## src/rtl/fpu_issue_pkg.sv

```systemverilog
// Shared types and constants for the FPU issue/sequencing stage: FSM encoding,
// canonical NaN, default widths and the opcode map shared with the decoder.
package fpu_issue_pkg;

  localparam int OP_W_DEF = 5;
  localparam int RD_W_DEF = 5;

  localparam logic [31:0] FP_CANON_NAN = 32'h7FC0_0000;

  typedef enum logic [2:0] {
    ST_IDLE  = 3'd0,
    ST_START = 3'd1,
    ST_WAIT  = 3'd2,
    ST_DONE  = 3'd3,
    ST_DRAIN = 3'd4
  } state_e;

  localparam logic [OP_W_DEF-1:0] FPU_OP_ADD     = 5'd0;
  localparam logic [OP_W_DEF-1:0] FPU_OP_SUB     = 5'd1;
  localparam logic [OP_W_DEF-1:0] FPU_OP_MUL     = 5'd2;
  localparam logic [OP_W_DEF-1:0] FPU_OP_DIV     = 5'd3;
  localparam logic [OP_W_DEF-1:0] FPU_OP_SQRT    = 5'd4;
  localparam logic [OP_W_DEF-1:0] FPU_OP_MIN     = 5'd5;
  localparam logic [OP_W_DEF-1:0] FPU_OP_MAX     = 5'd6;
  localparam logic [OP_W_DEF-1:0] FPU_OP_CVT_I2F = 5'd7;
  localparam logic [OP_W_DEF-1:0] FPU_OP_CVT_F2I = 5'd8;

  // States in which the core is busy and the watchdog is counting.
  function automatic logic is_watched(input state_e s);
    return (s == ST_WAIT) || (s == ST_DRAIN);
  endfunction

endpackage

```

## src/rtl/fpu_watchdog.sv

```systemverilog
// Cycle counter for the WAIT/DRAIN states; expired is high during the LIMIT-th
// consecutive watched cycle. Instantiated only when FPU_TIMEOUT_EN is defined.
module fpu_watchdog #(
  parameter int LIMIT = 64
) (
  input  logic clk,
  input  logic rst,
  input  logic restart,
  input  logic active,
  output logic expired
);

  localparam int CNT_W = $clog2(LIMIT + 1);

  logic [CNT_W-1:0] cnt_q, cnt_d;

  always_comb begin
    cnt_d = cnt_q;
    if (restart) begin
      cnt_d = '0;
    end else if (active) begin
      cnt_d = cnt_q + 1'b1;
    end
  end

  always_ff @(posedge clk) begin
    if (rst) begin
      cnt_q <= '0;
    end else begin
      cnt_q <= cnt_d;
    end
  end

  assign expired = active && (cnt_q == CNT_W'(LIMIT - 1));

endmodule

```

## src/rtl/fpu_issue_ctrl.sv

```systemverilog
// Issue/sequencing stage in front of the FPU core: one op in flight, start pulse,
// result capture and valid/ready hand-off. Optional watchdog: define FPU_TIMEOUT_EN.
module fpu_issue_ctrl
  import fpu_issue_pkg::*;
#(
  parameter int XLEN        = 32,
  parameter int OP_W        = OP_W_DEF,
  parameter int RD_W        = RD_W_DEF,
  parameter int TIMEOUT_CYC = 64
) (
  input  logic            in_Clk,
  input  logic            in_Rst,
  input  logic            in_valid,
  output logic            out_ready,
  input  logic [OP_W-1:0] in_fpu_op,
  input  logic [XLEN-1:0] in_rs1,
  input  logic [XLEN-1:0] in_rs2,
  input  logic [XLEN-1:0] in_int,
  input  logic [RD_W-1:0] in_rd,
  input  logic            in_flush,
  output logic            out_start,
  output logic [OP_W-1:0] out_fpu_op,
  output logic [XLEN-1:0] out_rs1,
  output logic [XLEN-1:0] out_rs2,
  output logic [XLEN-1:0] out_int,
  input  logic [XLEN-1:0] in_fpu_data,
  input  logic            in_fpu_stall,
  output logic            out_valid,
  input  logic            in_ready,
  output logic [XLEN-1:0] out_data,
  output logic [RD_W-1:0] out_rd,
  output logic            out_pipe_stall,
  output logic            out_timeout
);

  state_e          state_q, state_d;
  logic [OP_W-1:0] op_q, op_d;
  logic [XLEN-1:0] rs1_q, rs1_d;
  logic [XLEN-1:0] rs2_q, rs2_d;
  logic [XLEN-1:0] int_q, int_d;
  logic [RD_W-1:0] rd_q, rd_d;
  logic [XLEN-1:0] data_q, data_d;
  logic            wd_expired;

  // NOTE: every variable is given its default first, so no branch can leave one
  // unassigned and infer a latch.
  always_comb begin
    state_d = state_q;
    op_d    = op_q;
    rs1_d   = rs1_q;
    rs2_d   = rs2_q;
    int_d   = int_q;
    rd_d    = rd_q;
    data_d  = data_q;
    case (state_q)
      ST_IDLE: begin
        if (in_valid && !in_flush) begin
          op_d    = in_fpu_op;
          rs1_d   = in_rs1;
          rs2_d   = in_rs2;
          int_d   = in_int;
          rd_d    = in_rd;
          state_d = ST_START;
        end
      end
      ST_START: state_d = in_flush ? ST_DRAIN : ST_WAIT;
      ST_WAIT: begin
        // A flush beats a result arriving in the same cycle.
        if (in_flush) begin
          state_d = ST_DRAIN;
        end else if (!in_fpu_stall) begin
          data_d  = in_fpu_data;
          state_d = ST_DONE;
        end else if (wd_expired) begin
          data_d  = XLEN'(FP_CANON_NAN);
          state_d = ST_DONE;
        end
      end
      ST_DONE: begin
        if (in_flush || in_ready) begin
          state_d = ST_IDLE;
        end
      end
      ST_DRAIN: begin
        // The core cannot abort; wait for it to finish before taking new work.
        if (!in_fpu_stall || wd_expired) begin
          state_d = ST_IDLE;
        end
      end
      default: state_d = ST_IDLE;
    endcase
  end

  // NOTE: sequential state uses non-blocking assignments so every register
  // samples its pre-edge value and they all update together.
  always_ff @(posedge in_Clk) begin
    if (in_Rst) begin
      state_q <= ST_IDLE;
      op_q    <= '0;
      rs1_q   <= '0;
      rs2_q   <= '0;
      int_q   <= '0;
      rd_q    <= '0;
      data_q  <= '0;
    end else begin
      state_q <= state_d;
      op_q    <= op_d;
      rs1_q   <= rs1_d;
      rs2_q   <= rs2_d;
      int_q   <= int_d;
      rd_q    <= rd_d;
      data_q  <= data_d;
    end
  end

`ifdef FPU_TIMEOUT_EN
  logic timeout_q, timeout_d;
  logic wd_restart;

  assign wd_restart = is_watched(state_d) && (state_d != state_q);

  fpu_watchdog #(
    .LIMIT(TIMEOUT_CYC)
  ) u_watchdog (
    .clk    (in_Clk),
    .rst    (in_Rst),
    .restart(wd_restart),
    .active (is_watched(state_q)),
    .expired(wd_expired)
  );

  // Fires only when expiry actually drove the transition; held through DONE.
  always_comb begin
    timeout_d = 1'b0;
    if (wd_expired && in_fpu_stall && (state_q == ST_DRAIN || !in_flush)) begin
      timeout_d = 1'b1;
    end else if (state_q == ST_DONE && state_d == ST_DONE) begin
      timeout_d = timeout_q;
    end
  end

  always_ff @(posedge in_Clk) begin
    if (in_Rst) begin
      timeout_q <= 1'b0;
    end else begin
      timeout_q <= timeout_d;
    end
  end

  assign out_timeout = timeout_q;
`else
  assign wd_expired  = 1'b0;
  assign out_timeout = 1'b0;
`endif

  assign out_ready      = (state_q == ST_IDLE);
  assign out_start      = (state_q == ST_START);
  assign out_valid      = (state_q == ST_DONE);
  assign out_pipe_stall = (state_q != ST_IDLE) && !((state_q == ST_DONE) && in_ready);
  assign out_fpu_op     = op_q;
  assign out_rs1        = rs1_q;
  assign out_rs2        = rs2_q;
  assign out_int        = int_q;
  assign out_data       = data_q;
  assign out_rd         = rd_q;

endmodule

```

## config.mk

```make
export PLATFORM = sky130hd
export DESIGN_NAME = fpu_issue_ctrl
export DESIGN_NICKNAME = d
export VERILOG_FILES = /design/src/rtl/fpu_issue_pkg.sv /design/src/rtl/fpu_watchdog.sv /design/src/rtl/fpu_issue_ctrl.sv
export SDC_FILE = /design/constraint.sdc
export NUM_CORES = 1
export LEC_CHECK = 0
export CAP_MARGIN = 30
export CORE_MARGIN = 5
export CORE_UTILIZATION = 34
export DETAILED_ROUTE_END_ITERATION = 7
export GPL_ROUTABILITY_DRIVEN = 1
export PLACE_DENSITY = 0.76
export REMOVE_ABC_BUFFERS = 1
export SLEW_MARGIN = 20
export SYNTH_ARGS = -nofsm -noshare
export SYNTH_HDL_FRONTEND = slang
export SYNTH_SLANG_ARGS = --single-unit
```

## constraint.sdc

```tcl
create_clock -name in_Clk -period 1.3 [get_ports in_Clk]
set_input_delay 0.195 -clock in_Clk [delete_from_list [all_inputs] [get_ports in_Clk]]
set_output_delay 0.195 -clock in_Clk [all_outputs]
set_load 0.05 [all_outputs]
```

* Word-level counts from Yosys, hierarchy flattened
Index checks and enable logic that the tools add are counted.
** Word-level totals
- Bits in registers :: 141
** Cells by class
- Eq/ne operators :: 8
- Reduce and logical (&&, ||, !) cells :: 11
- Muxes and demuxes :: 7
- Bitwise logic cells :: 2
** Operators with widths (count)
- two-way mux 3 bit :: 6
- case mux 3 bit (5 select lines) :: 1
- equality test 3 x 2 -> 1 bit (second input constant) :: 2
- != test 2 x 1 -> 1 bit (second input constant) :: 2
- AND reduction 4 bit :: 1
- equality test 3 x 1 -> 1 bit (second input constant) :: 1
- equality test 3 bit (second input constant) :: 1
- logical AND 1 bit :: 3
- logical NOT 3 bit :: 1
- != test 3 bit (second input constant) :: 1
- AND reduction 3 bit :: 1
- nonzero test 3 bit :: 1
- logical NOT 1 bit :: 2
- != test 2 bit (second input constant) :: 1
- inverter 1 bit :: 2
- AND reduction 2 bit :: 1
- logical OR 1 bit :: 1

* Logic depth before layout (Yosys ltp)
Gate-level depths: netlist of run 1.
- Depth in word-level cells :: 4
- Gate-level depth with buffers :: 8

* Worst setup path before layout of run 1
OpenSTA, ideal clock, no wires.
- Path kind :: flip-flop to output port
- Start :: reg state_q[2]
- End :: out out_pipe_stall
- Cell stages (with the launch flop) :: 5
- Slack :: -0.583 ns
- Data arrival time :: 1.688 ns
- Path buffers :: 1
- Cell sequence :: dfxtp_1 -> buf_6 -> inv_1 -> and3_1 -> a21oi_1
** On the way
- Cells in the longest elaborated chain, start to end :: 4
- Elaborated cells between the ends (all ways) :: 5
** Ends and longest elaborated chain
- start, declared :: RTL line fpu_issue_ctrl.sv:36 : state_e state_q, state_d;
- start signal, assigned :: RTL line fpu_issue_ctrl.sv:106 : state_q <= state_d;
- equality test 3 x 2 -> 1 bit
- net out_valid :: RTL line fpu_issue_ctrl.sv:28 : output logic out_valid,
- logical AND 1 bit :: RTL line fpu_issue_ctrl.sv:159 : assign out_pipe_stall = (state_q != ST_IDLE) && !((state_q == ST_DONE) && in_ready);
- logical NOT 1 bit :: RTL line fpu_issue_ctrl.sv:159
- logical AND 1 bit :: RTL line fpu_issue_ctrl.sv:159
- end, declared :: RTL line fpu_issue_ctrl.sv:32 : output logic out_pipe_stall,
The timed path passes the listed nets, and every way through them passes these cells.

* Final worst setup path of run 1
- Start :: reg state_q[1]
- End :: reg op_q[2], in the netlist out_fpu_op[2]
** On the way
- Cells in the longest elaborated chain, start to end :: 2
** Ends and longest elaborated chain
- logical NOT 3 bit :: RTL line fpu_issue_ctrl.sv:55 : case (state_q)
- AND reduction 2 bit (no source line)
- end signal, assigned :: RTL line fpu_issue_ctrl.sv:107 : op_q <= op_d;
- end, declared :: RTL line fpu_issue_ctrl.sv:37 : logic [OP_W-1:0] op_q, op_d;
Every way passes these cells.
A chain may end at the register's enable or synchronous reset.

==> results of run 1 <==
[final cells by class]
type	instances	area share [%]
Clock buffer	22	4.20
Multi-Input combinational cell	440	20.9
Sequential cell	141	25.1
Inverter	3	0.0997
Tap cell	184	2.04
Timing Repair Buffer	351	47.0
Clock inverter	10	0.587
[cell usage in the layout, fill, tap and decap left out, drive strengths merged]
cell type,netlist,routed
or3,1,1
o32ai,1,1
a2111o,1,1
buf,27,208
clkbuf,23,23
nor4,1,1
a21oi,139,139
nand2b,1,1
nor2,2,2
conb,1,1
mux2,1,1
clkinv,0,5
and3,2,2
clkinvlp,0,5
nor3b,1,1
nand2,277,277
mux2i,1,1
nor3,2,2
or4,1,1
o31ai,1,1
or3b,1,1
nor2b,1,1
o21ai,1,1
inv,3,3
o211ai,1,1
dfxtp,141,141
nand3,1,2
xnor2,1,1
clkdlybuf4s50,0,142
[power by group through the flow]
stage / clock network (mW) / registers, mW / logic (mW)
floorplan: 0 / 5.57 / 0.589
global placement: 0 / 4.89 / 3.30
detailed placement: 0 / 4.91 / 3.33
CTS: 4.48 / 4.84 / 4.02
global route: 4.74 / 4.87 / 4.26
finish: 4.41 / 4.85 / 4.09
[sequential cells by signal (all words and copies together), names as in the netlist]
register    cells
out_int        32
out_fpu_op      5
out_rd          5
out_rs2        32
state_q         3
out_data       32
out_rs1        32
[synth_stat cells]
| master | count | share of area (%) |
|---|---|---|
| a2111o_1 | 1 | 0.22 |
| a21oi_1 | 139 | 14 |
| and3_1 | 2 | 0.25 |
| buf_2 | 19 | 1.9 |
| buf_4 | 2 | 0.30 |
| buf_6 | 6 | 1.3 |
| clkbuf_1 | 23 | 1.7 |
| conb_1 | 1 | 0.075 |
| dfxtp_1 | 141 | 56 |
| inv_1 | 3 | 0.22 |
| mux2_1 | 1 | 0.22 |
| mux2i_1 | 1 | 0.20 |
| nand2_1 | 277 | 21 |
| nand2b_1 | 1 | 0.12 |
| nand3_1 | 1 | 0.10 |
| nor2_1 | 2 | 0.15 |
| nor2b_1 | 1 | 0.12 |
| nor3_1 | 1 | 0.10 |
| nor3_4 | 1 | 0.32 |
| nor3b_1 | 1 | 0.15 |
| nor4_2 | 1 | 0.25 |
| o211ai_2 | 1 | 0.25 |
| o21ai_0 | 1 | 0.10 |
| o31ai_1 | 1 | 0.15 |
| o32ai_1 | 1 | 0.17 |
| or3_1 | 1 | 0.12 |
| or3b_2 | 1 | 0.17 |
| or4_1 | 1 | 0.15 |
| xnor2_1 | 1 | 0.17 |
[repair_timing]
item                       in CTS  in global routing
resized for setup             150                 15
gates cloned                   12                  1
pin swaps                      71                  1
setup endpoints to repair     144                145
buffers inserted               16                  2
hold endpoints to repair        0                  0
[through the flow]
stage	area, um^2	TNS [ns]	cells
2_1_floorplan	4750	-255.07	583
3_3_place_gp	9700	-50.67	1088
3_5_place_dp	9700	-58.46	1088
4_1_cts	11200	-30.90	1148
5_1_grt	11300	-47.48	1151
6_report	11300	-36.11	1151
[metal layers]
metal	up-vias	global-route usage (%)	wire length, um
met1	2656	25.5	7670
li1	2693	-	-
met4	0	9.94	704
met5	-	0	0
met3	47	9.44	1830
met2	259	42.1	11300
[cells by family (layout without fill, tap and decap cells)]
family | Yosys count | in the layout | synth area share (%)
AOI/OAI and AO/OA | 144 | 144 | 14.8
DFF | 141 | 141 | 56.3
and+or+nand+nor | 291 | 292 | 22.8
xor gates and xnor gates | 1 | 1 | 0.175
muxes | 2 | 2 | 0.424
buffers and inverters | 53 | 386 | 5.49
other | 1 | 1 | 0.0748
[worst max path at each step]
stage | startpoint | end
after floorplan | state_q[0] | out_fpu_op[0]
after global placement | in_valid | state_q[1]
after detailed placement | in_flush | out_data[4]
after CTS | state_q[0] | out_pipe_stall
after global routing | state_q[1] | out_rd[0]
final | state_q[1] | out_fpu_op[2]
==> qor.json, run 1 <==
{
  "route": {
    "drt_drc_violations_left": 0,
    "drtIter0Drc": 242,
    "routed_via_density": 4.91,
    "wl_per_cell_um": 18.7,
    "routed_wirelength_mm": 21.5,
    "ant_nets": 0,
    "route.vias.total": 5655,
    "drt-pass1-iter-count": 6
  },
  "grt": {
    "antenna_violations_before_repair": 0,
    "grt_start_max_net_pins": 76,
    "grt_first_pass_wirelength_mm": 33.0,
    "global_route.overflow_total": 0,
    "grtUsageTotal_pct": 23.9,
    "vias_in_the_first_global_route": 5876
  },
  "setup_path": {
    "worst-path-max-fanout": 11,
    "worst-endpoint-required_ns": 1.64,
    "criticalPathCategory": "flip-flop to flip-flop",
    "critical_path.endpoint_type": "flip-flop",
    "critical-path-top-delay-family": "buffers and inverters",
    "timing.critical_path.from_type": "flip-flop",
    "ff2ff_setup_slack_ns": -0.34,
    "path_depth": 8,
    "critical_path_buf_inv_count": 4,
    "critPathMostFrequentCell": "buf_6",
    "reg2reg_from": "state_q[1]",
    "regToRegEndpoint": "out_fpu_op[2]",
    "slowest_stage": "dfxtp_2",
    "worst_case_reg_to_reg_path_depth": 8,
    "worstPathArrival_ns": 1.98,
    "crit_chain": "buf_6, nor3_4, buf_6, and3_4, buf_12, buf_16, nand2_1, a21oi_2",
    "critical-path-max-stage-delay_ns": 0.34
  },
  "yosys": {
    "synth_warnings": 0,
    "synth.cell_area_mm2": 0.00501,
    "synth_sequential_area_ratio_pct": 56.3,
    "yosys.cell_types.count": 29,
    "synth_cells": 633,
    "ys_ff_latch": 141,
    "syn_avg_cell_area_um2": 7.92
  },
  "clocking": {
    "clkTransAtPathRegs_ns": 0.06,
    "clock_sink_count": 141,
    "clock_path_buffers": 2,
    "h_tree_depth": 4,
    "cts_root_buf": "clkbuf_16",
    "tritoncts.num_buffers": 17,
    "tritoncts_clock_tree": "built",
    "clock_latency_ns": 0.41,
    "cts.hold.buffers_added": 0
  },
  "pwr": {
    "combinational_share_of_power_pct": 30.6,
    "irDropWorstVdd_uv": 902,
    "seq_power_share_pct": 36.3,
    "finalPower_mw": 13.4,
    "clock_power_share_pct": 33.1,
    "switching_share_pct": 30.5,
    "power-per-cell-area_mw_per_mm2": 1180,
    "internal-power_mw": 9.28,
    "total_switching_power_mw": 4.07,
    "p_leak_nw": 4.30
  },
  "run": {
    "maxCapViolCount": 0
  },
  "floorplan": {
    "floorplan.io_pins": 287,
    "core.rowCount": 44,
    "die-height_um": 131,
    "core-area_mm2": 0.0145,
    "floorplan.die.width_um": 131,
    "initial_core_util_pct": 34.6,
    "dieArea_mm2": 0.0173
  },
  "min_path": {
    "whs_endpoint": "out_rs1[4]",
    "worst_hold_startpoint": "in_Rst",
    "hold_path_depth": 2,
    "min-delay-path-class": "primary input to flip-flop"
  },
  "cells_and_area": {
    "final_util_pct": 78.0,
    "diodes": 0,
    "drive_above_1_share_pct": 35.3,
    "area_growth_syn_to_layout_pct": 125,
    "final-seq-area_mm2": 0.00283,
    "final_nets": 1098,
    "n_fill_cell": 840,
    "multi_input_comb_area_mm2": 0.00236
  },
  "placement": {
    "place_congestion": 0.799,
    "dpl_worst_slack_ns": -0.505,
    "io_buffer_count": 285,
    "hpwl_mm": 13.6
  },
  "outcome": {
    "run_status": "finished with violations",
    "failed_checks": "negative setup slack"
  },
  "sta": {
    "max_freq_mhz": 609,
    "timing.final.crit_period_ns": 1.64,
    "hold-worst-slack_ns": 0.101,
    "rsz0062_at_grt": "yes",
    "period_utilization_pct": 126,
    "timing.final.ws_setup_ns": -0.341,
    "final.setup_skew_ns": 0.00989,
    "finalMaxSlewViolations": 0,
    "timing.final.setup_violations": 144,
    "timing_hold_violations_final": 0
  }
}
No activity file was read; power rests on OpenSTA's default activity.
==> run 2: changes to the inputs <==
- CORE_ASPECT_RATIO: not set -> 0.5
- SLEW_MARGIN: 20 -> not set
==> qor.json, run 2 (same netlist as run 1, synthesis figures left out) <==
{
  "placement": {
    "dpl_worst_slack": {"value": -0.527, "unit": "ns", "change": "-0.0217 ns"},
    "place_congestion": {"value": 0.860, "change": "+7.7%"},
    "io_buffer_count": {"value": 285, "change": "unchanged"},
    "hpwl": {"value": 14.1, "unit": "mm", "change": "+4.1%"}
  },
  "pwr": {
    "seq_power_share": {"value": 36.3, "unit": "%", "change": "about the same"},
    "irDropWorstVdd": {"value": 997, "unit": "uV", "change": "+11%"},
    "clock_power_share": {"value": 36.9, "unit": "%", "change": "+3.8 points"},
    "p_leak": {"value": 4.01, "unit": "nW", "change": "-6.9%"},
    "switching_share": {"value": 29.9, "unit": "%", "change": "-0.62 points"},
    "total_switching_power": {"value": 3.97, "unit": "mW", "change": "-2.6%"},
    "internal-power": {"value": 9.31, "unit": "mW", "change": "+0.32%"},
    "combinational_share_of_power": {"value": 26.8, "unit": "%", "change": "-3.8 points"},
    "power-per-cell-area": {"value": 1240, "unit": "mW/mm^2", "change": "+5.2%"}
  },
  "clocking": {
    "tritoncts.num_buffers": {"value": 17, "change": "unchanged"},
    "cts_root_buf": "clkbuf_16",
    "clock_path_buffers": {"value": 2, "change": "unchanged"},
    "tritoncts_clock_tree": "built",
    "clock_sink_count": {"value": 141, "change": "unchanged"},
    "clkTransAtPathRegs": {"value": 0.06, "unit": "ns", "change": "about the same"},
    "clock_latency": {"value": 0.41, "unit": "ns", "change": "about the same"},
    "cts.hold.buffers_added": {"value": 0, "change": "unchanged"},
    "h_tree_depth": {"value": 4, "change": "unchanged"}
  },
  "route": {
    "drt_drc_violations_left": {"value": 0, "change": "unchanged"},
    "wl_per_cell": {"value": 17.4, "unit": "um", "change": "-7.1%"},
    "drtIter0Drc": {"value": 240, "change": "-0.83%"},
    "ant_nets": {"value": 0, "change": "unchanged"},
    "routed_wirelength": {"value": 19.9, "unit": "mm", "change": "-7.7%"},
    "route.vias.total": {"value": 5390, "change": "-4.7%"},
    "drt-pass1-iter-count": {"value": 4, "change": "-2"},
    "routed_via_density": {"value": 4.72, "change": "-4.0%"}
  },
  "setup_path": {
    "timing.critical_path.from_type": "flip-flop",
    "worstPathArrival": {"value": 1.83, "unit": "ns", "change": "-0.15 ns"},
    "worst-endpoint-required": {"value": 1.57, "unit": "ns", "change": "-0.07 ns"},
    "worst-path-max-fanout": {"value": 8, "change": "-3"},
    "criticalPathCategory": "flip-flop to flip-flop",
    "ff2ff_setup_slack": {"value": -0.26, "unit": "ns", "change": "+0.08 ns"},
    "critical_path.endpoint_type": "flip-flop"
  },
  "floorplan": {
    "dieArea": {"value": 0.0174, "unit": "mm^2", "change": "+0.86%"},
    "floorplan.die.width": {"value": 182, "unit": "um", "change": "+38%"},
    "die-height": {"value": 95.9, "unit": "um", "change": "-27%"},
    "initial_core_util": {"value": 34.7, "unit": "%", "change": "about the same"},
    "floorplan.io_pins": {"value": 287, "change": "unchanged"},
    "core-area": {"value": 0.0145, "unit": "mm^2", "change": "about the same"},
    "core.rowCount": {"value": 31, "change": "-30%"}
  },
  "outcome": {
    "failed_checks": "negative setup slack",
    "run_status": "finished with violations"
  },
  "sta": {
    "rsz0062_at_grt": "yes",
    "timing.final.setup_violations": {"value": 144, "change": "unchanged"},
    "final.setup_skew": {"value": 0.00948, "unit": "ns", "change": "-0.000407 ns"},
    "timing.final.ws_setup": {"value": -0.263, "unit": "ns", "change": "+0.0787 ns"},
    "timing.final.crit_period": {"value": 1.56, "unit": "ns", "change": "-0.0787 ns"},
    "period_utilization": {"value": 120, "unit": "%", "change": "-6.1 points"},
    "hold-worst-slack": {"value": 0.155, "unit": "ns", "change": "+0.0533 ns"},
    "finalMaxSlewViolations": {"value": 0, "change": "unchanged"},
    "timing_hold_violations_final": {"value": 0, "change": "unchanged"},
    "max_freq": {"value": 640, "unit": "MHz", "change": "+5.0%"}
  },
  "run": {
    "maxCapViolCount": {"value": 0, "change": "unchanged"}
  },
  "cells_and_area": {
    "diodes": {"value": 0, "change": "unchanged"},
    "final_nets": {"value": 1076, "change": "-2.0%"},
    "layout_commonest_cell": "nand2_1",
    "leading_cell_types_in_the_layout_fill_and_taps_excluded": "nand2_1 (263), buf_12 (150), clkdlybuf4s50_1 (142), dfxtp_1 (138), a21oi_1 (120)",
    "drive_above_1_share": {"value": 28.4, "unit": "%", "change": "-6.9 points"},
    "n_fill_cell": {"value": 956, "change": "+14%"},
    "multi_input_comb_area": {"value": 0.00209, "unit": "mm^2", "change": "-11%"},
    "area_growth_syn_to_layout_pct": 113,
    "final-seq-area": {"value": 0.00283, "unit": "mm^2", "change": "about the same"}
  },
  "grt": {
    "antenna_violations_before_repair": {"value": 0, "change": "unchanged"},
    "global_route.overflow_total": {"value": 0, "change": "unchanged"},
    "grtUsageTotal": {"value": 21.8, "unit": "%", "change": "-2.1 points"},
    "grt_start_max_net_pins": {"value": 92, "change": "+21%"},
    "grt_first_pass_wirelength": {"value": 29.9, "unit": "mm", "change": "-9.3%"},
    "vias_in_the_first_global_route": {"value": 5609, "change": "-4.5%"}
  },
  "min_path": {
    "min-delay-path-class": "primary input to flip-flop"
  }
}
run 2: cell count changes in the layout (fill, tap and decap cells not counted), sizes merged:
cell      previous run  this run
inv                  3         7
clkinv               5         4
bufinv               0         2
clkbuf              23        19
bufbuf               0         5
clkinvlp             5         4
buf                208       181
run 2: area by class of cell:
class / count / area share (%)
clock buffer: 18 / 4.11
clock inverter: 14 / 1.48
tap: 198 / 2.32
sequential: 141 / 26.5
multi-input combinational: 440 / 19.6
inverter: 3 / 0.141
timing repair buffer: 329 / 45.8
run 2: worst max-delay path, cell delays in order, from the launching register on:
cell,delay [ns]
dfxtp_4,0.37
buf_4,0.14
or4_4,0.59
clkbuf_16,0.20
nand2_1,0.07
a21oi_1,0.07
run 2: per-stage QoR:
| stage | instance area [um^2] | power [mW] | utilization (%) | instances | TNS (ns) |
|---|---|---|---|---|---|
| 2_1_floorplan | 4750 | 6.15 | - | 583 | -255.07 |
| 3_5_place_dp | 9640 | 8.19 | 66.6 | 1098 | -57.80 |
| 4_1_cts | 10600 | 13.4 | 73.0 | 1142 | -22.03 |
| 5_1_grt | 10700 | 13.8 | 73.8 | 1143 | -32.85 |
| 6_report | 10700 | 13.3 | 73.8 | 1143 | -23.59 |
| 3_3_place_gp | 9640 | 8.12 | 66.6 | 1098 | -49.59 |
run 2: layer usage:
| layer | track usage (%) | routed length (um) | up-vias |
|---|---|---|---|
| li1 | - | - | 2645 |
| met3 | 4.57 | 763 | 41 |
| met4 | 8.99 | 626 | 0 |
| met2 | 43.3 | 11300 | 141 |
| met5 | 0 | 0 | - |
| met1 | 22.8 | 7200 | 2563 |
run 2: final timing paths:
| kind | from | to | cells past startpoint |
|---|---|---|---|
| max reg2reg | state_q[0] | out_data[28] | 5 |
| min | in_Rst | state_q[0] | 3 |
| max | state_q[0] | out_data[28] | 5 |
| min reg2reg | out_rs2[21] | out_rs2[21] | 2 |
run 2: timing repair:
item                       4_1_cts  5_1_grt
setup endpoints to repair      144      145
buffers inserted                 5        0
cloned                           7        1
pin swaps                        5        1
resized for setup               28       28
hold endpoints to repair         0        0
run 2: power by group through the flow:
| stage | registers [mW] | logic (mW) | clock network, mW |
|---|---|---|---|
| 2_1_floorplan | 5.57 | 0.589 | 0 |
| 3_3_place_gp | 4.89 | 3.22 | 0 |
| 3_5_place_dp | 4.91 | 3.27 | 0 |
| 4_1_cts | 4.82 | 3.54 | 4.99 |
| 5_1_grt | 4.85 | 3.71 | 5.23 |
| 6_report | 4.82 | 3.56 | 4.89 |
